## src/rtl/dut_pkg.sv

```systemverilog
// Shared widths, sample/result types and the saturation limit for the squaring pipeline.
package dut_pkg;
  localparam int DATAW = 16;
  localparam int RESW  = 2 * DATAW;

  typedef logic signed [DATAW-1:0] sample_t;
  typedef logic signed [RESW-1:0]  result_t;

  localparam result_t RESULT_MAX = {1'b0, {(RESW-1){1'b1}}};
endpackage

```

## src/rtl/dut_pipe_stage.sv

```systemverilog
// One elastic valid/ready register stage; accepts whenever empty or draining this cycle.
module dut_pipe_stage #(
  parameter int W = 32
) (
  input  logic         clk,
  input  logic         rst,
  input  logic         in_valid,
  output logic         in_ready,
  input  logic [W-1:0] in_data,
  output logic         out_valid,
  input  logic         out_ready,
  output logic [W-1:0] out_data
);
  logic         valid_reg;
  logic [W-1:0] data_reg;

  assign in_ready  = !valid_reg || out_ready;
  assign out_valid = valid_reg;
  assign out_data  = data_reg;

  always_ff @(posedge clk or posedge rst) begin
    if (rst) begin
      valid_reg <= 1'b0;
      data_reg  <= '0;
    end else if (in_ready) begin
      valid_reg <= in_valid;
      if (in_valid) data_reg <= in_data;
    end
  end
endmodule

```

## src/rtl/dut_core.sv

```systemverilog
// Streaming signed squarer: STAGES elastic stages (square formed ahead of stage 0) then an output register.
// Optional running saturating accumulation of squares: define DUT_ACCUM_EN.
module dut_core #(
  parameter int DATAW  = dut_pkg::DATAW,
  parameter int STAGES = 2
) (
  input  logic                      clk,
  input  logic                      rst,
  input  logic                      in_valid,
  output logic                      in_ready,
  input  logic signed [DATAW-1:0]   in_data,
  output logic                      out_valid,
  input  logic                      out_ready,
  output logic signed [2*DATAW-1:0] out_data
);
  import dut_pkg::*;

  localparam int RW = 2 * DATAW;

  logic          v   [0:STAGES];
  logic          rdy [0:STAGES];
  logic [RW-1:0] d   [0:STAGES];

  // Sign-extend first so the truncated product equals the full-precision square.
  logic signed [RW-1:0] ext;
  logic signed [RW-1:0] sq;
  assign ext = {{DATAW{in_data[DATAW-1]}}, in_data};
  assign sq  = ext * ext;

  assign v[0]     = in_valid;
  assign d[0]     = sq;
  assign in_ready = rdy[0];

  for (genvar gi = 0; gi < STAGES; gi++) begin : g_stage
    dut_pipe_stage #(.W(RW)) u_stage (
      .clk      (clk),
      .rst      (rst),
      .in_valid (v[gi]),
      .in_ready (rdy[gi]),
      .in_data  (d[gi]),
      .out_valid(v[gi+1]),
      .out_ready(rdy[gi+1]),
      .out_data (d[gi+1])
    );
  end

  logic          out_valid_reg;
  logic [RW-1:0] out_data_reg;
  logic [RW-1:0] res_next;

  assign rdy[STAGES] = !out_valid_reg || out_ready;
  assign out_valid   = out_valid_reg;
  assign out_data    = out_data_reg;

`ifdef DUT_ACCUM_EN
  localparam logic [RW-1:0] SAT_MAX = {1'b0, {(RW-1){1'b1}}};

  logic [RW-1:0] acc_reg;
  logic [RW-1:0] acc_base;
  logic [RW:0]   sum;

  // Squares and the sum are never negative, so only the upper bound can be crossed.
  always_comb begin
    acc_base = (out_valid_reg && out_ready) ? out_data_reg : acc_reg;
    sum      = {1'b0, acc_base} + {1'b0, d[STAGES]};
    res_next = (sum > {1'b0, SAT_MAX}) ? SAT_MAX : sum[RW-1:0];
  end

  always_ff @(posedge clk or posedge rst) begin
    if (rst) acc_reg <= '0;
    else if (out_valid_reg && out_ready) acc_reg <= out_data_reg;
  end
`else
  always_comb begin
    res_next = d[STAGES];
  end
`endif

  always_ff @(posedge clk or posedge rst) begin
    if (rst) begin
      out_valid_reg <= 1'b0;
      out_data_reg  <= '0;
    end else if (rdy[STAGES]) begin
      out_valid_reg <= v[STAGES];
      if (v[STAGES]) out_data_reg <= res_next;
    end
  end
endmodule

```

## config.mk

```make
export PLATFORM = sky130hd
export DESIGN_NAME = dut_core
export DESIGN_NICKNAME = d
export VERILOG_FILES = /design/src/rtl/dut_pkg.sv /design/src/rtl/dut_pipe_stage.sv /design/src/rtl/dut_core.sv
export SDC_FILE = /design/constraint.sdc
export NUM_CORES = 1
export LEC_CHECK = 0
export ABC_CLOCK_PERIOD_IN_PS = 3500
export BUFFER_PORTS_ARGS = -buffer_cell sky130_fd_sc_hd__buf_2
export CORE_MARGIN = 2
export CORE_UTILIZATION = 57
export CTS_CLUSTER_SIZE = 10
export DETAILED_ROUTE_END_ITERATION = 6
export GPL_TIMING_DRIVEN = 0
export HOLD_SLACK_MARGIN = 0.08
export PLACE_DENSITY = 0.75
export SLEW_MARGIN = 15
export SYNTH_ARGS = -nofsm -noshare
export SYNTH_HDL_FRONTEND = slang
export SYNTH_SLANG_ARGS = --single-unit
```

## constraint.sdc

```tcl
create_clock -name clk -period 3.5 [get_ports clk]
set_clock_uncertainty 0.2 [all_clocks]
set_input_delay 0.35 -clock clk [delete_from_list [all_inputs] [get_ports clk]]
set_output_delay 0.35 -clock clk [all_outputs]
set_load 0.03 [all_outputs]
```

==> results.md, run 1 <==
* Buffer and inverter count on the worst path at 7
* Slew Limit Fails at 0
* Total number of vias at 8,988
* Synth async-reset ratio at 100.0%
* Htree depth at 3
* # DRC at 0
* Max incr delay on CP at 0.57 ns
* Nets at 1,723
* Post-synth top area share at 37.10%
* CP cell instances: buf_12, clkbuf_16, nand2_2, inv_1, fa_1, inv_1, fa_2, fa_1, inv_1, fa_1, fa_1, inv_1, fa_2, inv_2, ha_4, a21oi_2, o21ai_2, or4b_4, a31oi_4, o21ai_4, a31oi_1, xor2_1, o21ai_1
* Fmax at 168.7 MHz
* CP max stage cell: fa_2
* # fillers at 1,492
* Mapped Cells at 1,244
* Syn nets at 1,586
* Fin util at 70.91%
* Min-delay worst type: input port to flop
* Number of DRC markers in iteration 0 at 525
* Num ports at 54
* Sink Count at 96
* Initial core utilization at 57.79%
* Total track usage at 25.45%
* Largest family of logic cells by synthesized area: adder cells
* Vias in the first global route at 9,617
* Synth unique cells at 60
* Share of layout cells above drive strength 1 at 28.35%
* Adder-cell share of the synthesized area at 45.95%
* Fin. Hold Viols at 0
* Final period utilization at 169.3%
* Critical path peak fanout at 9
* YS warnings at 0
* Register area share after synthesis at 19.11%
* Largest net degree at the start of global routing at 61
* Total gr overflow at 0
* Hold_sp: out_ready
* Dpl hpwl at 22,120 um
* Area growth from synthesis to layout at 22.69%
* Total Routed Length at 29,600 um
* I/O Buffers at 50
* Min Hold Slack at 0.1089 ns
* RD Place Congestion at 0.9222
* Die area at 23,260 um^2
* Row Count at 54
* Vias per std cell at 5.395
* Seq. cell area at 2402 um^2
* Number of buffers on the longest clock path at 2
* Area share of and/or/nand/nor cells after synthesis at 9.523%
* Max FFs per register at 62
* Critical path class: input port to flop
* Chip width at 152.5 um
* Area leader, netlist: fa_1
* Slew HR at 50.39%
* Diodes inserted at 0
* Post-Synth XOR/XNOR Area at 2.786%
* Multi-input gate area at 9505 um^2
* Commonest non-fill, non-tap cell in the layout: inv_1
* Mux cell area share after synthesis at 5.632%
* Worst-Margin Slew at 0.7441 ns
* Initial antenna violation count at 0
* Syn avg cell area at 10.11 um^2
* Complex-gate fraction of the synthesized area at 5.851%
* Dominant synthesized flop cell: dfrtp_1
* Final worst slack at -2.427 ns
* Drt wl/cell at 17.77 um
* Post-synth EDFFs at 0
* R2R Path Start: out_valid$_DFFE_PP0P_
* Skew-Pair Late Insertion Delay at 0.34 ns
* RSZ-0062 raised after global routing: yes
* Violated checks: setup timing
* Finish-stage setup viols at 26
* Pre-CTS WS at -3.255 ns
* Crit path max-delay family: adder cells
* Die height at 152.5 um
* CTS clk-pin slew, worst paths at 0.06 ns
* Antenna-violating nets left at 0
* Mapped Area at 12,570 um^2
* Root buffer cell: clkbuf_16
* Core area at 21,760 um^2
* Synth top area cells: fa_1 37%, dfrtp_1 19%, inv_1 9.9%
* Max-cap violations at 0
* DR pass1 iterations at 5
* First-pass GRT wire length at 46,890 um
* Final min period at 5.927 ns
* Most frequent cells in the layout: 299 x inv_1, 217 x fa_1, 110 x nand2_1
* WP data required at 3.51 ns
* CTS tree: yes
* Number of buffers created by CTS at 9
* Crit end category: flop
* CP arrival at 5.94 ns
* Worst Setup SP: in_data[13]
* Yosys reg bits at 96
* CP startpoint kind: input port
* Outcome: finished with violations
==> worst reg2reg max path: stages, from the launching register on <==
cell and delay, ns:
dfrtp_1 0.36, nor2b_1 0.21, nand3_1 0.18, nand2_1 0.34, clkbuf_1 0.43, clkbuf_1 0.50
o21ai_0 0.22
==> area by class of cell <==
class	instances	area share, %
multi-input cells	779	61.62
plain buffers	37	3.188
flip-flops and latches	96	15.57
repair buffers	128	7.113
clock buffers	9	1.460
inverters	330	8.103
well taps	280	2.271
clock inverters	7	0.6732
==> synthesized netlist by cell type (26+ instances only) <==
master	n
clkbuf_1	33
inv_1	330
nor2_1	32
dfrtp_1	96
fa_1	233
ha_1	89
o21ai_0	27
and2_1	43
a21oi_1	26
mux2_2	62
nand2_1	125
xnor2_1	26
==> timing repair <==
item | in CTS | in global routing
buffers inserted | 41 | 34
hold buffers | 2 | 0
setup endpoints to repair | 26 | 26
hold endpoints to repair | 60 | 0
cloned | 1 | 2
resized for setup | 151 | 88
pin swaps | 43 | 48
==> routing by layer <==
layer  GRT usage [%]  share of wire [%]  up-vias
met3           4.067                5.2       86
met5               0                  0        -
li1                -                  -     4017
met1           32.32                 38     4623
met4           8.466                4.4        0
met2           44.85                 52      262
==> metrics by stage <==
step | instance area (um^2) | std cells | setup TNS, ns
floorplan | 12930 | 1244 | -44.66
global placement | 13530 | 1574 | -116.78
detailed placement | 13550 | 1575 | -64.04
CTS | 14870 | 1634 | -46.76
global route | 15430 | 1666 | -53.77
finish | 15430 | 1666 | -49.58
==> final timing paths <==
| kind | cells past startpoint | endpoint | slack, ns |
|---|---|---|---|
| min reg2reg | 2 | g_stage[0].u_stage.out_data[8]$_DFFE_PP0P_ | 0.27 |
| max | 23 | g_stage[0].u_stage.out_data[27]$_DFFE_PP0P_ | -2.43 |
| min in group asynchronous | 3 | out_data[5]$_DFFE_PP0P_ | 0.49 |
| max reg2reg | 6 | g_stage[0].u_stage.out_data[2]$_DFFE_PP0P_ | 0.91 |
| max in group asynchronous | 4 | out_data[26]$_DFFE_PP0P_ | 1.97 |
| min | 3 | out_valid$_DFFE_PP0P_ | 0.11 |
==> cell families after synthesis <==
logic type	count (synthesis)
simple gates	252
compound gates	101
xor+xnor	40
other cells	1
mux	63
flops	96
fa+ha+maj	322
buf+inv	369
Power of run 1 is not shown: default switching activity piles up to over one toggle a cycle in this logic, so the estimate is an artifact.
==> inputs of run 2 (changes only) <==
CAP_MARGIN = 20   (was unset)
RECOVER_POWER = 25   (was unset)
==> run 2 against run 1 <==
  * The flow finishes with violations (capacitance limit, slew limit, setup timing)
  * Register-to-register slack about the same
  * Critical path depth decreased by 2
  * Worst hold slack improved by 0.0025 ns
  * Fmax increased by 0.13%
  * Setup slack improved by 0.0077 ns
  * Clock-buffer cell count unchanged
  * Sequential cell count unchanged
  * Sequential share of layout area about the same
  * Die area unchanged
  * First-iteration DRC count increased by 3.8%
  * Via count decreased by 0.51%
  * Critical path type unchanged
==> results.md, run 2 (synthesis gave the netlist of run 1 again) <==
* Buffer and inverter count on the worst path at 5
* Max-cap violations at 1
* RD Place Congestion at 0.9222
* Nets at 1,723
* Share of layout cells above drive strength 1 at 25.97%
* Worst Setup SP: in_data[12]
* Sink Count at 96
* # fillers at 1,514
* Die height at 152.5 um
* Fin. Hold Viols at 0
* WP data required at 3.51 ns
* Number of buffers created by CTS at 9
* Violated checks: capacitance limit, slew limit, setup timing
* Most frequent cells in the layout: 300 x inv_1, 217 x fa_1, 110 x nand2_1
* Total Routed Length at 29,590 um
* Skew-Pair Late Insertion Delay at 0.34 ns
* Total number of vias at 8,942
* Dpl cell area at 13,550 um^2
* Commonest non-fill, non-tap cell in the layout: inv_1
* Critical path peak fanout at 10
* Post-Layout Inst Area at 15,380 um^2
* TNS Setup at -49.59 ns
* Worst-Margin Slew at 2.272 ns
* Fmax at 168.9 MHz
* CP cell instances: buf_6, clkbuf_8, nand2_1, fa_1, inv_1, fa_1, fa_1, fa_1, fa_1, inv_1, fa_2, inv_2, ha_4, a21oi_2, o21ai_2, or4b_4, a31oi_4, o21ai_4, a31oi_1, xor2_1, o21ai_1
* Outcome: finished with violations
* Antenna-violating nets left at 0
* Chip width at 152.5 um
* I/O Buffers at 50
* R2R Path Start: out_valid$_DFFE_PP0P_
* Placed Cells at 1,575
* Number of DRC markers in iteration 0 at 545
* Crit end category: flop
* Initial antenna violation count at 0
* CP startpoint kind: input port
* Final min period at 5.919 ns
* CTS clk-pin slew, worst paths at 0.06 ns
* Critical path class: input port to flop
* Vias in the first global route at 9,617
* Dpl hpwl at 22,120 um
* Die area at 23,260 um^2
* Root buffer cell: clkbuf_16
* CP max stage cell: fa_1
* Diodes inserted at 0
* CP arrival at 5.93 ns
* Slew Limit Fails at 60
* Min Hold Slack at 0.1114 ns
* Number of buffers on the longest clock path at 2
* Crit path max-delay family: adder cells
* DR pass1 iterations at 5
* Drt wl/cell at 17.76 um
* Hold_sp: out_ready
* CTS tree: yes
* Vias per std cell at 5.367
* Final worst slack at -2.419 ns
* Row Count at 54
* CP most frequent cell: fa_1
* Min-delay worst type: input port to flop
* Num ports at 54
* First-pass GRT wire length at 46,890 um
* Final period utilization at 169.1%
* Htree depth at 3
* Total gr overflow at 0
* Finish-stage setup viols at 26
* Reg-to-reg setup timing slack at 0.91 ns
* Max incr delay on CP at 0.58 ns
* Slew HR at -51.63%
* # DRC at 0
* Largest net degree at the start of global routing at 61
* Initial core utilization at 57.79%
* Area growth from synthesis to layout at 22.35%
* Core area at 21,760 um^2
* Total track usage at 25.45%
* Final non-filler cell total at 1,666
* RSZ-0062 raised after global routing: yes
* Max FFs per register at 62
-- run 2: cell types whose count changed in the layout (fill, tap and decap cells not counted) --
cell      previous run  this run
buf_2               37         5
clkbuf_1            11        43
inv_1              299       300
inv_4                3         2
-- run 2: layout make-up --
type	count	area, um^2	share of cell area, %
Clock buffer	9	225.2	1.464
Timing Repair Buffer	128	1057	6.873
Multi-Input combinational cell	779	9505	61.79
Clock inverter	7	103.9	0.6751
Sequential cell	96	2402	15.62
Tap cell	280	350.3	2.277
Inverter	330	1247	8.109
Buffer	37	491.7	3.196
-- run 2: worst reg2reg max path, stage by stage (launching register included) --
cell      delay [ns]
dfrtp_1         0.36
nor2b_1         0.21
nand3_1         0.19
nand2_1         0.34
clkbuf_1        0.43
clkbuf_1        0.49
o21ai_0         0.22
-- run 2: final timing paths --
kind / cells after the start / endpoint
worst max-delay path: 21 / g_stage[0].u_stage.out_data[27]$_DFFE_PP0P_
worst min-delay path: 3 / out_valid$_DFFE_PP0P_
worst max register to register: 6 / g_stage[0].u_stage.out_data[2]$_DFFE_PP0P_
worst min register to register: 2 / g_stage[0].u_stage.out_data[8]$_DFFE_PP0P_
max in group asynchronous: 3 / g_stage[1].u_stage.out_data[18]$_DFFE_PP0P_
min in group asynchronous: 3 / out_data[5]$_DFFE_PP0P_
-- run 2: per-layer routing --
layer / vias to the layer above / routed length (um) / share of wire [%] / track usage, %
li1: 4015 / - / - / -
met1: 4604 / 11350 / 38 / 32.32
met2: 242 / 15550 / 53 / 44.85
met3: 81 / 1450 / 4.9 / 4.067
met4: 0 / 1240 / 4.2 / 8.466
met5: - / 0 / 0 / 0
-- run 2: stage by stage --
stage	setup slack [ns]	util (%)
3_5_place_dp	-3.255	62.30
6_report	-2.419	70.71
3_3_place_gp	-3.236	62.20
4_1_cts	-2.390	68.36
2_1_floorplan	-2.349	-
5_1_grt	-2.588	70.71
-- run 2: timing repair --
item	CTS	global route
hold buffers	2	0
pin swaps	43	48
setup buffers	41	34
gates cloned	1	2
setup endpoints to repair	26	26
gates resized for setup	151	88
hold endpoints to repair	60	0
Power of run 2 is left out for the same reason.
